**config.mk**
```make
export PLATFORM = sky130hd
export DESIGN_NAME = ldst_control_sequencer
export DESIGN_NICKNAME = d
export VERILOG_FILES = /design/src/rtl/ldst_control_sequencer.sv
export SDC_FILE = /design/constraint.sdc
export NUM_CORES = 1
export LEC_CHECK = 0
export CAP_MARGIN = 30
export CORE_AREA = 2 2 48 50
export CTS_CLUSTER_DIAMETER = 120
export DETAILED_ROUTE_END_ITERATION = 12
export DIE_AREA = 0 0 50 52
export DONT_BUFFER_PORTS = 1
export HOLD_SLACK_MARGIN = 0.12
export SYNTH_ARGS = -nofsm -noshare
export SYNTH_HDL_FRONTEND = slang
export SYNTH_SLANG_ARGS = --single-unit
```
**constraint.sdc**
```tcl
create_clock -name clk -period 1.7 [get_ports clk]
set_input_delay 0.17 -clock clk [delete_from_list [all_inputs] [get_ports clk]]
set_output_delay 0.17 -clock clk [all_outputs]
set_load 0.005 [all_outputs]
```
**src/rtl/ldst_control_sequencer.sv**
```systemverilog
// Step T3+ control sequencer for ld/ldi/st: drives datapath strobes and
// handshakes with memory, aborting when mem_ready stalls too long.
module ldst_control_sequencer #(
    parameter int WAIT_MAX = 15
) (
    input  logic       clk,
    input  logic       clr,
    input  logic       start,
    input  logic [1:0] op,
    input  logic       mem_ready,
    output logic       Grb,
    output logic       BAout,
    output logic       Yin,
    output logic       Cout,
    output logic       ADD,
    output logic       Zin,
    output logic       Zlowout,
    output logic       MARin,
    output logic       MDRin,
    output logic       MDRout,
    output logic       Read,
    output logic       Write,
    output logic       Gra,
    output logic       Rin,
    output logic       Rout,
    output logic       busy,
    output logic       done,
    output logic       err
);

    // state | meaning
    // IDLE  | waiting for start
    // T3    | base register to Y (R0 reads as zero)
    // T4    | Z = Y + C
    // T5    | address to MAR (ld/st) or result to Ra (ldi)
    // T6    | ld: memory read wait; st: Ra to MDR
    // T7    | ld: MDR to Ra; st: memory write wait
    // ABORT | one-cycle error pulse
    typedef enum logic [2:0] {IDLE, T3, T4, T5, T6, T7, ABORT} state_t;

    localparam logic [1:0] OP_LD  = 2'b00;
    localparam logic [1:0] OP_LDI = 2'b01;
    localparam logic [1:0] OP_ST  = 2'b10;
    localparam logic [1:0] OP_RSV = 2'b11;
    localparam logic [7:0] WAIT_LIM = 8'(WAIT_MAX);

    state_t     state, state_nxt;
    logic [1:0] op_q;
    logic [7:0] cnt, cnt_nxt;

    always_ff @(posedge clk) begin
        if (clr) begin
            state <= IDLE;
            op_q  <= 2'b00;
            cnt   <= 8'd0;
        end else begin
            state <= state_nxt;
            cnt   <= cnt_nxt;
            if (state == IDLE && start && op != OP_RSV)
                op_q <= op;
        end
    end

    always_comb begin
        state_nxt = state;
        cnt_nxt   = cnt;
        Grb = 1'b0; BAout = 1'b0; Yin = 1'b0; Cout = 1'b0; ADD = 1'b0;
        Zin = 1'b0; Zlowout = 1'b0; MARin = 1'b0; MDRin = 1'b0; MDRout = 1'b0;
        Read = 1'b0; Write = 1'b0; Gra = 1'b0; Rin = 1'b0; Rout = 1'b0;
        done = 1'b0; err = 1'b0;
        busy = (state != IDLE);
        case (state)
            IDLE: begin
                if (start)
                    state_nxt = (op == OP_RSV) ? ABORT : T3;
            end
            T3: begin
                Grb = 1'b1; BAout = 1'b1; Yin = 1'b1;
                state_nxt = T4;
            end
            T4: begin
                Cout = 1'b1; ADD = 1'b1; Zin = 1'b1;
                state_nxt = T5;
            end
            T5: begin
                Zlowout = 1'b1;
                if (op_q == OP_LDI) begin
                    Gra = 1'b1; Rin = 1'b1; done = 1'b1;
                    state_nxt = IDLE;
                end else begin
                    MARin = 1'b1;
                    cnt_nxt = 8'd0;
                    state_nxt = T6;
                end
            end
            T6: begin
                if (op_q == OP_ST) begin
                    Gra = 1'b1; Rout = 1'b1; MDRin = 1'b1;
                    cnt_nxt = 8'd0;
                    state_nxt = T7;
                end else begin
                    Read = 1'b1;
                    MDRin = mem_ready;
                    if (mem_ready)
                        state_nxt = T7;
                    else if (cnt == WAIT_LIM)
                        state_nxt = ABORT;
                    else
                        cnt_nxt = cnt + 8'd1;
                end
            end
            T7: begin
                if (op_q == OP_ST) begin
                    Write = 1'b1;
                    // completion takes priority over the timeout in the same cycle
                    if (mem_ready) begin
                        done = 1'b1;
                        state_nxt = IDLE;
                    end else if (cnt == WAIT_LIM)
                        state_nxt = ABORT;
                    else
                        cnt_nxt = cnt + 8'd1;
                end else begin
                    MDRout = 1'b1; Gra = 1'b1; Rin = 1'b1; done = 1'b1;
                    state_nxt = IDLE;
                end
            end
            ABORT: begin
                err = 1'b1;
                state_nxt = IDLE;
            end
            default: state_nxt = IDLE;
        endcase
    end

endmodule
```
# Word level (Yosys, flattened, before mapping)
# Index checks and enable logic that the tools add are counted.
[word_totals] regBits=13 inputBits=6 output_inout_bits=18 elab_cells=59
[op_classes] n_addsub=1 eq_ne=14 muxes=35 n_reduce_logical=6
[ops] cell="two-way mux 8 bit" n=5
[ops] cell="two-way mux 3 bit" n=8
[ops] cell="one-hot mux 8 bit (3 select lines)" n=1
[ops] cell="one-hot mux 3 bit (6 select lines)" n=1
[ops] cell="two-way mux 1 bit" n=17
[ops] cell="== test 3 bit, second input constant" n=3
[ops] cell="adder 8 x 1 -> 8 bit, second input constant" n=1
[ops] cell="== test 8 x 4 -> 1 bit, second input constant" n=1
[ops] cell="inequality test 2 bit, second input constant" n=4
[ops] cell="== test 3 x 2 -> 1 bit, second input constant" n=2
[ops] cell="nonzero test 3 bit" n=2
[ops] cell="== test 2 bit, second input constant" n=2
[ops] cell="one-hot mux 1 bit (2 select lines)" n=2
[ops] cell="== test 3 x 1 -> 1 bit, second input constant" n=1
[ops] cell="logical NOT 3 bit" n=1
[ops] cell="one-hot mux 1 bit (3 select lines)" n=1
[ops] cell="AND reduction 3 bit" n=1
[ops] cell="== test 2 x 1 -> 1 bit, second input constant" n=1
[ops] cell="logical AND 1 bit" n=2

# Depth between registers and ports, before layout
# Gate-level depths: netlist of the first run.
[logic_depth] word_depth=5 mapped_depth=6 ltp_nobuf=5

# Worst setup path before layout of the first run
# Ideal clock, no wire load.
[synth_timing] kind="register -> register" startpoint="register state[0]" endpoint="register cnt[0]" setup_time_ns=0.070 arrival_ns=1.380 required_time_ns=1.630 setup_slack_ns=0.250 stages_incl_launch_ff=7 path_buffers=2 synth_period_minus_slack_ns=1.450 path_cell_list="dfxtp_1 buf_2 and3b_1 a211oi_1 buf_6 or4_1 a21oi_1"
[synth_via] elab_chain_len=3 word_cells_on_any_way=8
[synth_rtl] element="start, declared" line_no="47" text="state_t state, state_nxt;"
[synth_rtl] element="start signal, assigned" line_no="57" text="state <= state_nxt;"
[synth_rtl] element="== test 3 bit / == test 3 x 2 -> 1 bit (equally long branches)" line_no="72" text="case (state)"
[synth_rtl] element="inequality test 2 bit (no source line) / nonzero test 3 bit (equally long branches)"
[synth_rtl] element="AND reduction 3 bit (no source line)"
[synth_rtl] element="end signal, assigned" line_no="58" text="cnt <= cnt_nxt;"
[synth_rtl] element="end, declared" line_no="49" text="logic [7:0] cnt, cnt_nxt;"
# Several ways; a longest one is shown, not always the timed one.
# A chain may end at the register's enable or synchronous reset.

# Final worst setup path of the first run
[layout_timing] startpoint="register state[2]" endpoint="output Gra"
[layout_via] elab_chain_len=2 word_cells_on_any_way=4
[layout_rtl] element="== test 3 bit / == test 3 x 2 -> 1 bit (equally long branches)" line_no="72"
[layout_rtl] element="one-hot mux 1 bit (3 select lines) (*)" line_no="72"
[layout_rtl] element="end, declared" line_no="23" text="output logic Gra,"
# Mark *: on every way between the ends. The rest lies on a longest branch, timed or not.

==> results of run 1 <==
-- kinds of logic (layout without fill, tap and decap cells) --
kind of cell               after synthesis  after routing  share of synthesized area
buffers and inverters                   16             24                     0.0857
and+or+nand+nor                         60             60                      0.388
AOI/OAI and AO/OA                       38             38                      0.247
xor gates and xnor gates                 1              1                    0.00870
DFF                                     13             13                      0.258
adders and majority gates                1              1                     0.0124
-- per-stage QoR --
step / hold WS, ps / total power, mW / setup slack (ps) / cells
floorplan: 343 / 0.622 / 250 / 129
global placement: 243 / 0.681 / 191 / 156
detailed placement: 244 / 0.685 / 143 / 156
CTS: 134 / 0.900 / 5.97 / 165
global route: 148 / 0.961 / 27.3 / 165
finish: 138 / 0.898 / 92.8 / 165
-- worst min-delay path, stage by stage --
cell and delay, ps:
sky130_fd_sc_hd__inv_1 30, sky130_fd_sc_hd__o2111ai_1 100, sky130_fd_sc_hd__a21oi_1 70
-- report_power, final --
group          leakage (nW)  switching, mW  internal (mW)
logic                 0.296          0.186          0.153
registers             0.107         0.0379          0.330
clock network        0.0150          0.101         0.0907
-- synthesized netlist by cell type, types with 3 or more instances --
cell type	count	area, um^2
sky130_fd_sc_hd__nand3_1	4	20.0
sky130_fd_sc_hd__and3b_1	3	26.3
sky130_fd_sc_hd__dfxtp_1	13	260
sky130_fd_sc_hd__buf_2	3	15.0
sky130_fd_sc_hd__o31ai_1	3	22.5
sky130_fd_sc_hd__buf_4	4	30.0
sky130_fd_sc_hd__nor3b_2	3	37.5
sky130_fd_sc_hd__inv_1	3	11.3
sky130_fd_sc_hd__nand2_1	3	11.3
sky130_fd_sc_hd__a211oi_1	5	37.5
sky130_fd_sc_hd__nor3_1	6	30.0
sky130_fd_sc_hd__nor3b_1	5	37.5
sky130_fd_sc_hd__o21ai_0	6	30.0
sky130_fd_sc_hd__a21oi_1	11	55.1
sky130_fd_sc_hd__clkbuf_1	5	18.8
sky130_fd_sc_hd__nand2b_1	6	37.5
sky130_fd_sc_hd__nor2_1	9	33.8
-- final cells by class --
cell class | count | area, um^2 | area share
Multi-Input combinational cell | 100 | 672 | 0.582
Clock buffer | 4 | 26.3 | 0.0228
Timing Repair Buffer | 17 | 140 | 0.121
Sequential cell | 13 | 269 | 0.233
Inverter | 3 | 11.3 | 0.00976
Tap cell | 28 | 35.0 | 0.0304
-- cell usage in the layout, fill, tap and decap left out, types with 2 or more instances in the layout --
| cell | n |
|---|---|
| sky130_fd_sc_hd__a211oi_1 | 5 |
| sky130_fd_sc_hd__a21oi_1 | 11 |
| sky130_fd_sc_hd__a31oi_1 | 2 |
| sky130_fd_sc_hd__and3_1 | 2 |
| sky130_fd_sc_hd__and3b_1 | 3 |
| sky130_fd_sc_hd__buf_4 | 12 |
| sky130_fd_sc_hd__clkbuf_4 | 3 |
| sky130_fd_sc_hd__dfxtp_1 | 10 |
| sky130_fd_sc_hd__dfxtp_4 | 2 |
| sky130_fd_sc_hd__dlygate4sd3_1 | 5 |
| sky130_fd_sc_hd__inv_1 | 3 |
| sky130_fd_sc_hd__nand2_1 | 3 |
| sky130_fd_sc_hd__nand2b_1 | 6 |
| sky130_fd_sc_hd__nand3_1 | 4 |
| sky130_fd_sc_hd__nand3b_1 | 2 |
| sky130_fd_sc_hd__nand4_1 | 2 |
| sky130_fd_sc_hd__nand4b_1 | 2 |
| sky130_fd_sc_hd__nor2_1 | 9 |
| sky130_fd_sc_hd__nor3_1 | 5 |
| sky130_fd_sc_hd__nor3b_1 | 5 |
| sky130_fd_sc_hd__nor3b_2 | 3 |
| sky130_fd_sc_hd__nor4_1 | 2 |
| sky130_fd_sc_hd__o2111ai_1 | 2 |
| sky130_fd_sc_hd__o21ai_0 | 5 |
| sky130_fd_sc_hd__o21bai_1 | 2 |
| sky130_fd_sc_hd__o31ai_1 | 3 |
-- how the worst max path moves through the flow --
stage	cells past startpoint	startpoint	slack, ps	end
after floorplan	6	state[0]	250	cnt[0]
after global placement	4	cnt[5]	190	state[1]
after detailed placement	5	state[2]	140	cnt[6]
after CTS	5	state[2]	6	done
after global routing	5	state[2]	30	Gra
final	5	state[2]	90	Gra
-- flip-flops by register name, indices dropped and copies added (netlist names) --
name	flops
state	3
op_q	2
cnt	8
-- layer usage --
| layer | share of wire | wire length [um] | up-vias | track usage |
|---|---|---|---|---|
| met5 | 0 | 0 | - | 0 |
| met4 | 0.011 | 29 | 0 | 0.0694 |
| met3 | 0.069 | 178 | 4 | 0.0345 |
| met2 | 0.50 | 1300 | 37 | 0.404 |
| met1 | 0.41 | 1070 | 462 | 0.254 |
| li1 | - | - | 502 | - |
-- timing repair --
action / CTS / global route
setup endpoints to repair: 3 / 4
endpoints found under the hold margin: 13 / 0
hold buffers: 5 / 0
gates resized for setup: 5 / 4
pin swaps: 1 / 1
setup buffers: 0 / 0
==> results.txt, run 1 <==
Counting every sink on the clock net gives 13. The ratio of total power to cell area is 779 nW/um^2. For the number of max-slew violations in the final report, the log shows 0. Most instantiated flip-flop cell in the synthesis netlist: sky130_fd_sc_hd__dfxtp_1.

The worst hold path begins at mem_ready. No sink is reached through more buffers than the 2 on the longest clock path. The logs give 0 for the number of DRC violations after detailed routing and 17 for the number of cell rows. The tools report the endpoint type of the worst setup path as an output pin. The largest incremental delay on the critical path was 370 ps; the initial DRC count was 41.

The tools report the origin of the critical flop-to-flop path as cnt[5]. The area inside the core boundary is 2110 um^2, and the final net count is 145. The final sum of negative setup slack is 0 ps, and the port buffer count is 0.

The final design area excluding fillers was 1150 um^2; the detailed placer's ending HPWL was 1860 um. The analysis attributes to cell leakage a power of 0.418 nW. The tools report the first-pass iteration count of the detailed router as 4. Setup violations remaining at the end of the flow were counted as 0. The logs give 0.815 for the final RePlAce weighted congestion and 0 for the number of antenna violations at the first check in global routing. Cell family with the largest share of critical-path delay: simple AND/OR/NAND/NOR gates. In the synthesized netlist, the number of instances is 129.

After detailed routing, the number of vias per cell comes to 6.09. The slowest stage of the critical path belongs to the cell sky130_fd_sc_hd__dfxtp_4. The detail route stage leaves a number of antenna-violating nets equal to 0. Counting the buffers created by CTS gives 3. At the pin with the least slew margin, the transition time is 520 ps. The kind of start point of the critical path is a flip-flop.

The run gives 6.89 ps as the worst clock skew. The cell sitting at the root of the clock tree is a sky130_fd_sc_hd__clkbuf_4. The number of nets in the synthesized netlist is 136. Measured in cells, the most critical reg-to-reg path has a length of 4. Detailed routing inserted a total of 1005 vias. The vertical die dimension was 52 um. The overall routed net length was 2570 um.

The run gives 0.548 as the final core utilization. The area added between synthesis and finish works out to 14.5%. The achievable frequency was 0.622 GHz. For this run the aggregate overflow at the end of global routing stands at 0. Tightest slew margin relative to the limit: 0.649. In this run, synthesis inferred 0 flip-flops with an integrated enable.

Setup repair after global routing left no endpoint under its margin. The part of the Yosys area used for sequential elements came out at 0.258. The width of the chip is 50 um, and the worst endpoint required time is 1530 ps. The run gives 0 as the max-capacitance violation count.

Reg-to-reg critical path endpoint: state[1]. The H-tree depth reported by CTS was 1; the maximum vdd ir drop was 458 uV. In this run the count of I/O pins placed on the die edge is 24. The layout cell share with drive strength beyond 1 was 0.190; the clock latency reported for the late side of the worst-skew pair was 270 ps. The worst hold path was traced through 3 stages. The per-cell routed wire length is 15.6 um. The register clock-pin slew on the reported worst setup and hold paths came out at 90 ps. During synthesis, Yosys emitted a total of 0 warnings. Via count of the first global-routing pass: 984.

The path with the worst hold slack has its endpoint at state[1]. TritonCTS built the clock tree. The worst path in the final design needs a cycle of 1610 ps, including I/O delays and setup.

The tools report the endpoint arrival time on the critical path as 1440 ps. Number of synthesized register bits: 13. The worst register-to-register path has a setup slack of 170 ps. Netlist area before placement: 1010 um^2. The die covers 2600 um^2. The run gives 0.478 as the effective utilization at floorplan. The ratio of final minimum period to clock period is 0.945, and the async set-reset flop share out of synthesis is 0. After filler insertion, the fill cell instance count of the layout stands at 192. The sum of buffers and inverters on the critical path was 1. Summing all placed instances gives a cell area of 1060 um^2. The flow ran to the end, and the final reports show no timing, DRC or antenna violations.

Traced cell by cell, the critical path runs through buf_4, nor2b_2, o21ai_1, a21boi_2, or2_1. The tools report the pin count of the biggest net entering global routing as 12. The count of cell types in the netlist was 45.

The kind of critical path was reg -> out. After synthesis, the mean cell area works out to 7.81 um^2. The number of antenna diodes in the final layout is 0.

For the global-route wire length before repair, the log shows 4370 um. The logs give 0.218 for the overall fraction of global-route tracks in use and 0 for the number of endpoints with negative hold slack in the final report. The type of the tightest min-delay check was in -> reg. Along the worst path, the maximum fanout reaches 9.
Note: power is estimated with default switching activity, not from simulation.
==> run 2: changes to the inputs <==
--- a/config.mk
+++ b/config.mk
@@ -5,7 +5,7 @@
 export SDC_FILE = /design/constraint.sdc
 export NUM_CORES = 1
 export LEC_CHECK = 0
-export CAP_MARGIN = 30
+export CAP_MARGIN = 20
 export CORE_AREA = 2 2 48 50
 export CTS_CLUSTER_DIAMETER = 120
 export DETAILED_ROUTE_END_ITERATION = 12
==> results of run 2 <==
Final layout, timing and power as in run 1 (identical DEF).
==> run 3: changes to the inputs <==
--- a/config.mk
+++ b/config.mk
@@ -5,6 +5,7 @@
 export SDC_FILE = /design/constraint.sdc
 export NUM_CORES = 1
 export LEC_CHECK = 0
+export ABC_CLOCK_PERIOD_IN_PS = 1700
 export CAP_MARGIN = 20
 export CORE_AREA = 2 2 48 50
 export CTS_CLUSTER_DIAMETER = 120
==> results of run 3 <==
Final layout, timing and power as in run 1 (identical DEF).
==> variant: new RTL, flow settings as in run 2 <==
The parameter `WAIT_MAX` goes from 15 to 11.
--- a/src/rtl/ldst_control_sequencer.sv
+++ b/src/rtl/ldst_control_sequencer.sv
@@ -1,7 +1,7 @@
 // Step T3+ control sequencer for ld/ldi/st: drives datapath strobes and
 // handshakes with memory, aborting when mem_ready stalls too long.
 module ldst_control_sequencer #(
-    parameter int WAIT_MAX = 15
+    parameter int WAIT_MAX = 11
 ) (
     input  logic       clk,
     input  logic       clr,
Formal check against the unedited RTL: same outputs for any inputs over 10 cycles, from zero or initial values; that may be too few to reach the edited logic, so the function may still have changed.
==> variant against run 2 <==
  * Maximum frequency grew 0.66%
  * Sequential cell count unchanged
  * Setup slack improved by 0.010 ns
  * Register-to-register slack got worse by 0.05 ns
  * Total power is 6.6% lower
  * Design area down 4.2%
  * Via count down 9.8%
  * Wire length down 13%
  * Sequential share of layout area grew 0.58 points
  * Clock skew down 0.0033 ns
  * First-iteration DRC count down 54%
  * Synthesized area shrank 2.7%
  * Hold slack improved by 0.0042 ns
  * Critical path type unchanged
==> variant: results (changes against run 2) <==
status: "finished clean"
grt_pass1_wl_um: 3630  # -17%
cts_inserted_buffers: 3  # unchanged
hp-class: "in -> reg"
layout.nets: 136  # -6.2%
grt_overflow: 0  # unchanged
reg2reg_setup_slack_ns: 0.12  # -0.05 ns
worstRegToRegCells: 4  # unchanged
synth_common_cells: "nor2_1, dfxtp_1, nor3_1"
post_cts_resized: 1  # -4
diodes: 0  # unchanged
htree_levels: 1  # unchanged
grt_usage_pct: 18.6  # -3.2 points
reg2reg_to: "cnt[2]"
min_to: "cnt[3]"
synthArstFlopShare_pct: 0  # unchanged
holdWs_ns: 0.143  # +0.00424 ns
cts_buffer_depth: 2  # unchanged
worst_pin_slew_ns: 0.606  # +0.0852 ns
grt_start_max_net_pins: 12  # unchanged
synth_cell_type_count: 45  # unchanged
cts_setup_buffers: 0  # unchanged
place_inst: 148  # -5.1%
gp_congestion: 0.834  # +2.3%
vias_per_cell: 5.81  # -4.5%
clkTransAtPathRegs_ns: 0.08
synth-warning-count: 0  # unchanged
placed_cell_area_sq_um: 1030  # -2.8%
clock_latency_ns: 0.28
cpMaxStageDelayCell: "or3b_4"
port_buffers: 0  # unchanged
dpl_worst_slack_ns: 0.0772  # -0.0657 ns
regToRegStartpoint: "state[1]"
synth.area.top_cells: "dfxtp_1, nor2_1, nor2b_1"
num_vias: 907  # -9.8%
synthCells: 120  # -7.0%
routed_wl_um: 2250  # -13%
min_delay_path_depth: 3  # unchanged
dp_hpwl_um: 1600  # -14%
cpPeakStageDelay_ns: 0.43  # +0.06 ns
ir_drop_mv: 0.365  # -20%
first_pass_iters: 4  # unchanged
grt_antenna_before_repair: 0  # unchanged
drt_iter0_drc: 19  # -54%
syn_nets: 127  # -6.6%
crit_family: "simple AND/OR/NAND/NOR gates"
worstHoldStart: "clr"
grt_pass1_vias: 845  # -14%
yosysSeqAreaShare_pct: 26.6  # +0.73 points
p_leak_nw: 0.416  # -0.48%
cts_hold_buf: 4  # -1
cp_max_fo: 8  # -1
skew_ns: 0.00362  # -0.00326 ns
root_buffer: "clkbuf_4"
drc: 0  # unchanged
drive_gt1_share_pct: 21.1  # +2.1 points
## variant: cell types whose count changed in the layout (fill, tap and decap cells not counted), moves of 3 or more
cell      before  now
a21oi_1       11    2
nor2_1         9   16
nor2b_1        1    6
a22o_1         0    4
a211oi_1       5    2
and3b_1        3    0
nor3_1         5    8
o21ai_0        5    2
o31ai_1        3    0
## variant: tightest hold or removal path: stages
cell and delay (ns):
nor3_1 0.03, nand3_1 0.06, o311ai_0 0.10
## variant: logic make-up (layout without fill, tap and decap cells)
kind of cell,count (synthesis),count (layout),share of synthesized area [%]
compound gates,27,27,22.1
xor+xnor,1,1,0.894
fa+ha+maj,1,1,1.28
buf+inv,15,23,8.68
flops,13,13,26.6
mux,1,1,1.15
simple gates,62,62,39.3
## variant: metal layers
layer	vias up	global-route usage [%]	wire length [um]
met5	-	0	0
met4	0	9.72	45
met3	6	3.74	86
met2	23	32.7	1080
met1	419	21.1	1040
li1	459	-	-
## variant: power breakdown
group	internal, mW	switching [mW]	total (mW)
logic	0.143	0.141	0.283
clock network	0.0910	0.104	0.195
registers	0.324	0.0371	0.361
total	0.557	0.282	0.839
## variant: final cells by class
type                            instances  area (sq um)
Inverter                                4          15.0
Clock buffer                            4          26.3
Fill cell                             203          1000
Tap cell                               28          35.0
Sequential cell                        13           264
Timing Repair Buffer                   15           123
Multi-Input combinational cell         92           642
## variant: how the worst max path moves through the flow
| stage | from | end | slack, ns |
|---|---|---|---|
| final | state[2] | Gra | 0.10 |
| after CTS | state[2] | Gra | 0.02 |
| after global placement | state[2] | cnt[5] | 0.07 |
| after floorplan | state[0] | cnt[2] | 0.26 |
| after global routing | op_q[1] | cnt[0] | 0.006 |
| after detailed placement | state[2] | cnt[4] | 0.08 |
